<file path="config.mk">
export PLATFORM = sky130hd
export DESIGN_NAME = pipe_hazard_ctrl
export DESIGN_NICKNAME = d
export VERILOG_FILES = /design/src/rtl/core_pkg.sv /design/src/rtl/load_use_detect.sv /design/src/rtl/pipe_hazard_ctrl.sv
export SDC_FILE = /design/constraint.sdc
export NUM_CORES = 1
export LEC_CHECK = 0
export CORE_MARGIN = 4
export CORE_UTILIZATION = 40
export DETAILED_ROUTE_END_ITERATION = 10
export HOLD_SLACK_MARGIN = 0.05
export PLACE_DENSITY = 0.87
export SKIP_LAST_GASP = 1
export SYNTH_ARGS = -nofsm -noshare
export SYNTH_HDL_FRONTEND = slang
export SYNTH_HIERARCHICAL = 1
export SYNTH_SLANG_ARGS = --single-unit
export TNS_END_PERCENT = 20
</file>
<file path="constraint.sdc">
create_clock -name clk -period 2 [get_ports clk]
set_input_delay 0.2 -clock clk [delete_from_list [all_inputs] [get_ports clk]]
set_output_delay 0.2 -clock clk [all_outputs]
set_load 0.1 [all_outputs]
</file>
<file path="src/rtl/core_pkg.sv">
// Shared core definitions: hazard-control FSM states, divider wait default and
// register-index width.
package core_pkg;

  localparam int REG_IDX_W       = 5;
  localparam int DIV_MAX_CYC_DEF = 34;

  typedef enum logic [1:0] {
    ST_RUN      = 2'd0,
    ST_DIV_WAIT = 2'd1,
    ST_REDIRECT = 2'd2
  } hz_state_e;

endpackage

</file>
<file path="src/rtl/load_use_detect.sv">
// Combinational load-use hazard detector: flags an ID source that depends on a
// load still sitting in EXE.
module load_use_detect
  import core_pkg::*;
(
  input  logic [REG_IDX_W-1:0] id_rsA_i,
  input  logic [REG_IDX_W-1:0] id_rsB_i,
  input  logic                 id_use_rsA_i,
  input  logic                 id_use_rsB_i,
  input  logic [REG_IDX_W-1:0] exe_rd_i,
  input  logic                 exe_wr_en_i,
  input  logic                 exe_is_load_i,
  output logic                 hazard_o
);

  logic match_a;
  logic match_b;

  assign match_a = id_use_rsA_i & (id_rsA_i == exe_rd_i);
  assign match_b = id_use_rsB_i & (id_rsB_i == exe_rd_i);

  // x0 is hardwired zero, so a load targeting it never produces a dependency.
  assign hazard_o = exe_is_load_i & exe_wr_en_i & (exe_rd_i != '0) & (match_a | match_b);

endmodule

</file>
<file path="src/rtl/pipe_hazard_ctrl.sv">
// Central stall/flush control for the 5-stage pipeline (load-use, redirect, divide wait).
// Optional performance counters are enabled by defining HAZARD_PERF_CNT_EN.
module pipe_hazard_ctrl
  import core_pkg::*;
#(
  parameter int DIV_MAX_CYC = DIV_MAX_CYC_DEF,
  parameter int PERF_W      = 32
) (
  input  logic                 clk,
  input  logic                 nrst,
  input  logic [REG_IDX_W-1:0] id_rsA,
  input  logic [REG_IDX_W-1:0] id_rsB,
  input  logic                 id_use_rsA,
  input  logic                 id_use_rsB,
  input  logic [REG_IDX_W-1:0] exe_rd,
  input  logic                 exe_wr_en,
  input  logic                 exe_is_load,
  input  logic                 exe_br_taken,
  input  logic                 exe_div_start,
  input  logic                 div_done,
  output logic                 if_stall,
  output logic                 id_stall,
  output logic                 exe_stall,
  output logic                 if_id_flush,
  output logic                 id_exe_flush,
  output logic                 exe_mem_flush,
  output logic                 div_timeout,
  output logic [1:0]           state
`ifdef HAZARD_PERF_CNT_EN
  ,
  output logic [PERF_W-1:0]    perf_stall_cyc,
  output logic [PERF_W-1:0]    perf_flush_cnt
`endif
);

  localparam int CNT_W = $clog2(DIV_MAX_CYC + 1);
  localparam logic [CNT_W-1:0] CNT_MAX = CNT_W'(DIV_MAX_CYC);

  hz_state_e        state_q, state_d;
  logic [CNT_W-1:0] cnt_q, cnt_d;
  logic             tmo_q, tmo_d;
  logic             lu_hazard;

  logic ifs_c, ids_c, exs_c, ifidf_c, idexf_c, exmemf_c;

  load_use_detect u_lud (
    .id_rsA_i      (id_rsA),
    .id_rsB_i      (id_rsB),
    .id_use_rsA_i  (id_use_rsA),
    .id_use_rsB_i  (id_use_rsB),
    .exe_rd_i      (exe_rd),
    .exe_wr_en_i   (exe_wr_en),
    .exe_is_load_i (exe_is_load),
    .hazard_o      (lu_hazard)
  );

  always_comb begin
    state_d  = state_q;
    cnt_d    = cnt_q;
    tmo_d    = tmo_q;
    ifs_c    = 1'b0;
    ids_c    = 1'b0;
    exs_c    = 1'b0;
    ifidf_c  = 1'b0;
    idexf_c  = 1'b0;
    exmemf_c = 1'b0;
    unique case (state_q)
      ST_RUN: begin
        if (exe_br_taken) begin
          ifidf_c = 1'b1;
          idexf_c = 1'b1;
          state_d = ST_REDIRECT;
        end else if (exe_div_start) begin
          ifs_c    = 1'b1;
          ids_c    = 1'b1;
          exs_c    = 1'b1;
          exmemf_c = 1'b1;
          cnt_d    = CNT_W'(1);
          state_d  = ST_DIV_WAIT;
        end else if (lu_hazard) begin
          ifs_c   = 1'b1;
          ids_c   = 1'b1;
          idexf_c = 1'b1;
        end
      end
      // The synchronous imem still delivers one wrong-path fetch after a redirect.
      ST_REDIRECT: begin
        ifidf_c = 1'b1;
        state_d = ST_RUN;
      end
      ST_DIV_WAIT: begin
        if (div_done) begin
          cnt_d   = '0;
          state_d = ST_RUN;
        end else begin
          ifs_c    = 1'b1;
          ids_c    = 1'b1;
          exs_c    = 1'b1;
          exmemf_c = 1'b1;
          cnt_d    = (cnt_q >= CNT_MAX) ? cnt_q : cnt_q + CNT_W'(1);
          if (cnt_d >= CNT_MAX) tmo_d = 1'b1;
        end
      end
      default: state_d = ST_RUN;
    endcase
  end

  always_ff @(posedge clk) begin
    if (!nrst) begin
      state_q <= ST_RUN;
      cnt_q   <= '0;
      tmo_q   <= 1'b0;
    end else begin
      state_q <= state_d;
      cnt_q   <= cnt_d;
      tmo_q   <= tmo_d;
    end
  end

  // Outputs are forced low while reset is asserted so no stale stall escapes.
  assign if_stall      = nrst & ifs_c;
  assign id_stall      = nrst & ids_c;
  assign exe_stall     = nrst & exs_c;
  assign if_id_flush   = nrst & ifidf_c;
  assign id_exe_flush  = nrst & idexf_c;
  assign exe_mem_flush = nrst & exmemf_c;
  assign div_timeout   = tmo_q;
  assign state         = state_q;

`ifdef HAZARD_PERF_CNT_EN
  logic [PERF_W-1:0] stall_cyc_q;
  logic [PERF_W-1:0] flush_cnt_q;

  always_ff @(posedge clk) begin
    if (!nrst) begin
      stall_cyc_q <= '0;
      flush_cnt_q <= '0;
    end else begin
      if (if_stall) stall_cyc_q <= stall_cyc_q + PERF_W'(1);
      if ((state_q == ST_RUN) && exe_br_taken) flush_cnt_q <= flush_cnt_q + PERF_W'(1);
    end
  end

  assign perf_stall_cyc = stall_cyc_q;
  assign perf_flush_cnt = flush_cnt_q;
`else
  // Performance counters compiled out.
`endif

endmodule

</file>
# After elaboration in Yosys (flattened, before gate mapping)
# Index checks and enable logic that the tools add are counted.
word_totals:
  wordCells: 53
  reg_bits: 9
op_classes:
  n_addsub: 1
  n_eq_ne: 8
  n_lt_le_gt_ge: 2
  n_mux: 22
  n_reduce_logical: 6
  bitwise: 11
ops:
  columns: ["op", "count"]
  rows:
  - ["2-to-1 mux 6 bit", 4]
  - ["greater-or-equal comparator 6 bit (second input constant)", 2]
  - ["one-hot mux 6 bit (2 select lines)", 1]
  - ["== test 5 bit", 2]
  - ["2-to-1 mux 1 bit", 10]
  - ["AND 1 bit", 9]
  - ["adder 6 x 1 -> 6 bit (second input constant)", 1]
  - ["2-to-1 mux 2 bit", 3]
  - ["!= test 2 bit (second input constant)", 3]
  - ["one-hot mux 1 bit (2 select lines)", 3]
  - ["AND reduction 3 bit", 2]
  - ["nonzero test 5 bit", 1]
  - ["one-hot mux 2 bit (2 select lines)", 1]
  - ["!= test 3 bit (second input constant)", 1]
  - ["== test 2 x 1 -> 1 bit (second input constant)", 1]
  - ["== test 2 bit (second input constant)", 1]
  - ["logical NOT 2 bit", 1]
  - ["AND reduction 2 bit", 1]
  - ["nonzero test 2 bit", 1]
  - ["inverter 1 bit", 1]
  - ["bitwise OR 1 bit", 1]

# Logic depth before layout (Yosys ltp)
# Gate-level depths: netlist (run 1).
logic_depth:
  word_depth: 9
  depth_mapped: 6
  mapped_depth_nobuf: 6

# By module
# Netlist (run 1), hierarchy kept.
modules_own_cells:
  columns: ["mod", "area_per_inst_um2", "cells_per_inst", "n_inst"]
  rows:
  - ["pipe_hazard_ctrl", 596.8, 73, 1]
  - ["load_use_detect", 135.1, 17, 1]

# Worst setup path after synthesis (run 1)
# No wires, ideal clock.
synth_path:
  path_kind: "register to output"
  from: "register state_q[0], in the netlist state[0]"
  to: "output if_stall"
  path_stages_with_launch: 6
  t_arrival_ns: 3.692
  t_required_ns: 1.800
  slack_ns: -1.892
  path_cell_list: "dfxtp_1 > buf_2 > mux2i_1 > nor2_1 > a31o_2 > buf_4"
synth_between:
  elab_chain_len: 3
  elab_cells_between_ends: 4
  classes_between: "eq/ne (1); mux (1); bitwise (1); reduce/logical (1)"
synth_rtl:
  columns: ["element", "line_no", "text"]
  rows:
  - ["start: declaration", "pipe_hazard_ctrl.sv:39", "hz_state_e state_q, state_d;"]
  - ["start signal: assignment", "pipe_hazard_ctrl.sv:114", "state_q <= state_d;"]
  - ["== test 2 x 1 -> 1 bit or logical NOT 2 bit (tied branches)", null, null]
  - ["one-hot mux 1 bit (2 select lines) *", null, null]
  - ["AND 1 bit *", null, null]
  - ["end: declaration", "pipe_hazard_ctrl.sv:21", "output logic if_stall,"]
# Every way passes the cells marked *; elsewhere a longest branch is shown, timed or not.

# Worst setup path after layout (run 1)
layout_path:
  from: "input exe_rd[2]"
  to: "output id_stall"
layout_between:
  elab_chain_len: 9
  elab_cells_between_ends: 13
  classes_between: "eq/ne (2); mux (4); bitwise (6); reduce/logical (1)"
layout_rtl:
  columns: ["element", "line_no", "text"]
  rows:
  - ["start: declaration", "pipe_hazard_ctrl.sv:15", "input logic [REG_IDX_W-1:0] exe_rd,"]
  - ["== test 5 bit (on tied branches)", "load_use_detect.sv:19, load_use_detect.sv:20", null]
  - ["AND 1 bit (on tied branches)", "load_use_detect.sv:19, load_use_detect.sv:20", null]
  - ["bitwise OR 1 bit", "load_use_detect.sv:23", "assign hazard_o = exe_is_load_i & exe_wr_en_i & (exe_rd_i != '0) & (match_a | match_b);"]
  - ["AND 1 bit *", "load_use_detect.sv:23", null]
  - ["named net lu_hazard", "pipe_hazard_ctrl.sv:42", "logic lu_hazard;"]
  - ["2-to-1 mux 1 bit *", "pipe_hazard_ctrl.sv:80", "end else if (lu_hazard) begin"]
  - ["2-to-1 mux 1 bit *", "pipe_hazard_ctrl.sv:73", "end else if (exe_div_start) begin"]
  - ["2-to-1 mux 1 bit *", "pipe_hazard_ctrl.sv:69", "if (exe_br_taken) begin"]
  - ["one-hot mux 1 bit (2 select lines) *", "pipe_hazard_ctrl.sv:67", "unique case (state_q)"]
  - ["AND 1 bit *", "pipe_hazard_ctrl.sv:122", "assign id_stall = nrst & ids_c;"]
  - ["end: declaration", "pipe_hazard_ctrl.sv:22", "output logic id_stall,"]
# The timed path passes the listed nets; every way through them passes the cells marked *.

==> flow_summary.json, run 1 <==
{
  "outcome": "completed",
  "n_fill_cell": 128,
  "layout_min_cycle_time_ps": 1980,
  "grt.total_usage_pct": 19.3,
  "regToRegStartpoint": "cnt_q[1]",
  "first_global_vias": 799,
  "worst_slack_ps": 22.9,
  "worst_pin_slew_ps": 529,
  "mostFrequentLayoutCells": "clkdlybuf4s50_1 (10), buf_4 (9), nor2_1 (8), xor2_1 (8)",
  "critPathKind": "input pin to output port",
  "switchingPower_mw": 0.221,
  "path_max_fanout": 3,
  "min_period_over_period_pct": 98.9,
  "r2r-end": "cnt_q[0]",
  "syn_inst": 90,
  "clk_pin_slew_ps": 70,
  "coreArea_um2": 1730,
  "layout-drive-gt1-share_pct": 29.1,
  "seqCellArea_um2": 185,
  "dp_slack_ps": -308,
  "dp_hpwl_um": 1880,
  "power_frac_comb_pct": 41.5,
  "synth_warnings": 6,
  "place_congestion": 0.853,
  "cts_tree": "built",
  "worstPathArrival_ps": 1780,
  "power_density_nw_per_um2": 475,
  "min_to": "div_timeout",
  "rrSetupSlack_ps": 270,
  "overflow": 0,
  "initial_core_util_pct": 42.4,
  "area_growth_pct": 67.5,
  "end_kind": "output port",
  "final_nets": 154,
  "clk_path_buf_depth": 2,
  "min-delay-start": "div_timeout",
  "synth_area_leaders": "dfxtp_1 (25%), xor2_1 (9.6%), nand4b_1 (4.8%), xnor2_1 (4.8%), nor2_1 (4.6%)",
  "cap_violations": 0,
  "grt_max_degree": 11,
  "grt_antenna_before_repair": 0,
  "ir_drop_mv": 0.194,
  "num_io_pins": 33,
  "fmax_ghz": 0.506,
  "syn_area_um2": 732,
  "switching_share_pct": 37.9,
  "drtIter0Drc": 27,
  "ant_nets": 0,
  "internal-power_mw": 0.361,
  "pwr-share-clk_pct": 26.0,
  "die_w_um": 50.8,
  "p_seq_share_pct": 32.6,
  "whs_ps": 499,
  "cp.required_ps": 1800,
  "hold_path_class": "register to register",
  "vias_per_cell": 5.44,
  "ys_seq_elements": 9,
  "hold_depth": 2,
  "start_kind": "input pin",
  "drcViolationCount": 0,
  "fin_tns_setup_ps": 0,
  "synthDistinctLibCells": 35,
  "drtPass1Iterations": 4,
  "slew_viol_final": 0,
  "die_h_um": 50.8,
  "htree_levels": 1,
  "insertion_delay_ps": 270,
  "cts_made_buffers": 3,
  "vias": 827,
  "n_antenna_cell": 0,
  "syn_nets": 116,
  "cts_sinks": 9,
  "leakagePower_nw": 0.477,
  "r2r_cells": 5,
  "placementRows": 15,
  "cts_root_buffer": "clkbuf_4",
  "wl_per_cell_um": 15.8,
  "dieArea_um2": 2580,
  "ys_seq_area_share_pct": 24.6,
  "wirelength_um": 2400,
  "grt_pass1_wl_um": 3770,
  "power_mw": 0.582,
  "final_common_cell": "clkdlybuf4s50_1",
  "yosysTopAreaCell": "dfxtp_1",
  "syn_avg_cell_area_um2": 8.13,
  "netlist.area_leader.share_pct": 24.6,
  "setup_viol_count_final": 0,
  "hold_violations": 0,
  "finClkSkew_ps": 5.45,
  "io_buffers": 32,
  "relSlewSlack_pct": 64.6,
  "multi_input_area_um2": 562
}
==> state kept, by name (all words and copies together), names as in the netlist <==
signal and count:
state 2, cnt_q 6, div_timeout 1
==> cell type report <==
cell class / count / area share, %
well taps: 25 / 2.55
flip-flops and latches: 9 / 15.1
repair buffers: 38 / 32.2
clock buffers: 4 / 2.14
multi-input cells: 69 / 45.8
inverters: 7 / 2.14
==> how the worst max path moves through the flow <==
stage                     slack, ps  cells past startpoint      start            to
after global placement         -190                      8  exe_rd[3]  id_exe_flush
after floorplan                -320                      5   state[0]      if_stall
after CTS                        -9                      7  exe_rd[0]      if_stall
after global routing            -20                      8  id_rsB[1]      id_stall
final                            20                      7  exe_rd[2]      id_stall
after detailed placement       -310                      8  exe_rd[3]  id_exe_flush
==> layer usage <==
layer / up-vias / track usage [%] / wire length [um]
met5: - / 0 / 0
met1: 394 / 20.8 / 904
met2: 24 / 38.3 / 1330
met3: 11 / 0.593 / 76
met4: 0 / 8.52 / 85
li1: 398 / - / -
==> synth_stat cells <==
cell type	count
dfxtp_1	9
nor2_1	9
xor2_1	8
inv_1	7
a21oi_1	5
nand4b_1	4
xnor2_1	4
a22oi_1	3
nand2_1	3
nor3_1	3
nor4_1	3
a31o_2	2
a31oi_1	2
buf_4	2
ha_1	2
nand2b_1	2
nand3_1	2
nor2b_1	2
o21ai_0	2
a311oi_1	1
and3_2	1
buf_2	1
clkbuf_1	1
clkbuf_2	1
mux2i_1	1
o211ai_1	1
o211ai_2	1
o21ba_1	1
o21bai_1	1
o221a_1	1
o31ai_4	1
o32ai_1	1
or3_1	1
or3_4	1
or4_1	1
==> worst max-delay path, stage by stage <==
cell and delay (ps):
dlygate4sd2_1 260, or4_4 510, o211ai_4 190, a21oi_2 70, buf_4 140, a31o_4 230
buf_12 160
==> per-stage QoR <==
step / area [um^2] / utilization [%] / cells
floorplan: 773 / - / 90
global placement: 1180 / 68.5 / 147
detailed placement: 1180 / 68.5 / 147
CTS: 1220 / 70.8 / 152
global route: 1230 / 71.0 / 152
finish: 1230 / 71.0 / 152
==> kinds of logic after synthesis <==
kind of cell	Yosys count	share of synthesized area, %
buffers and inverters	12	7.52
DFF	9	24.6
AOI/OAI and AO/OA	22	23.9
and+or+nand+nor	32	24.8
adders and majority gates	2	3.42
xor gates and xnor gates	12	14.4
muxes	1	1.37
==> power groups by stage <==
stage               clock network [mW]  registers (mW)  logic, mW
floorplan                            0           0.209      0.116
global placement                     0           0.193      0.235
detailed placement                   0           0.194      0.241
CTS                              0.147           0.190      0.237
global route                     0.156           0.190      0.251
finish                           0.151           0.190      0.241
==> what timing repair did <==
action | in CTS | in global routing
endpoints found under the setup margin | 3 | 3
hold buffers | 0 | 0
pin swaps | 9 | 9
resized for setup | 21 | 8
buffers inserted | 1 | 0
Note: power is estimated with default switching activity, not from simulation.
==> inputs of run 2 (changes only) <==
Settings changed: GPL_ROUTABILITY_DRIVEN set to 1.
==> results of run 2 <==
No change in the layout: final DEF, timing and power equal those of run 1.
==> inputs of run 3 (changes only) <==
Settings changed: SLEW_MARGIN set to 10.
==> results of run 3 <==
No change in the layout: final DEF, timing and power equal those of run 1.
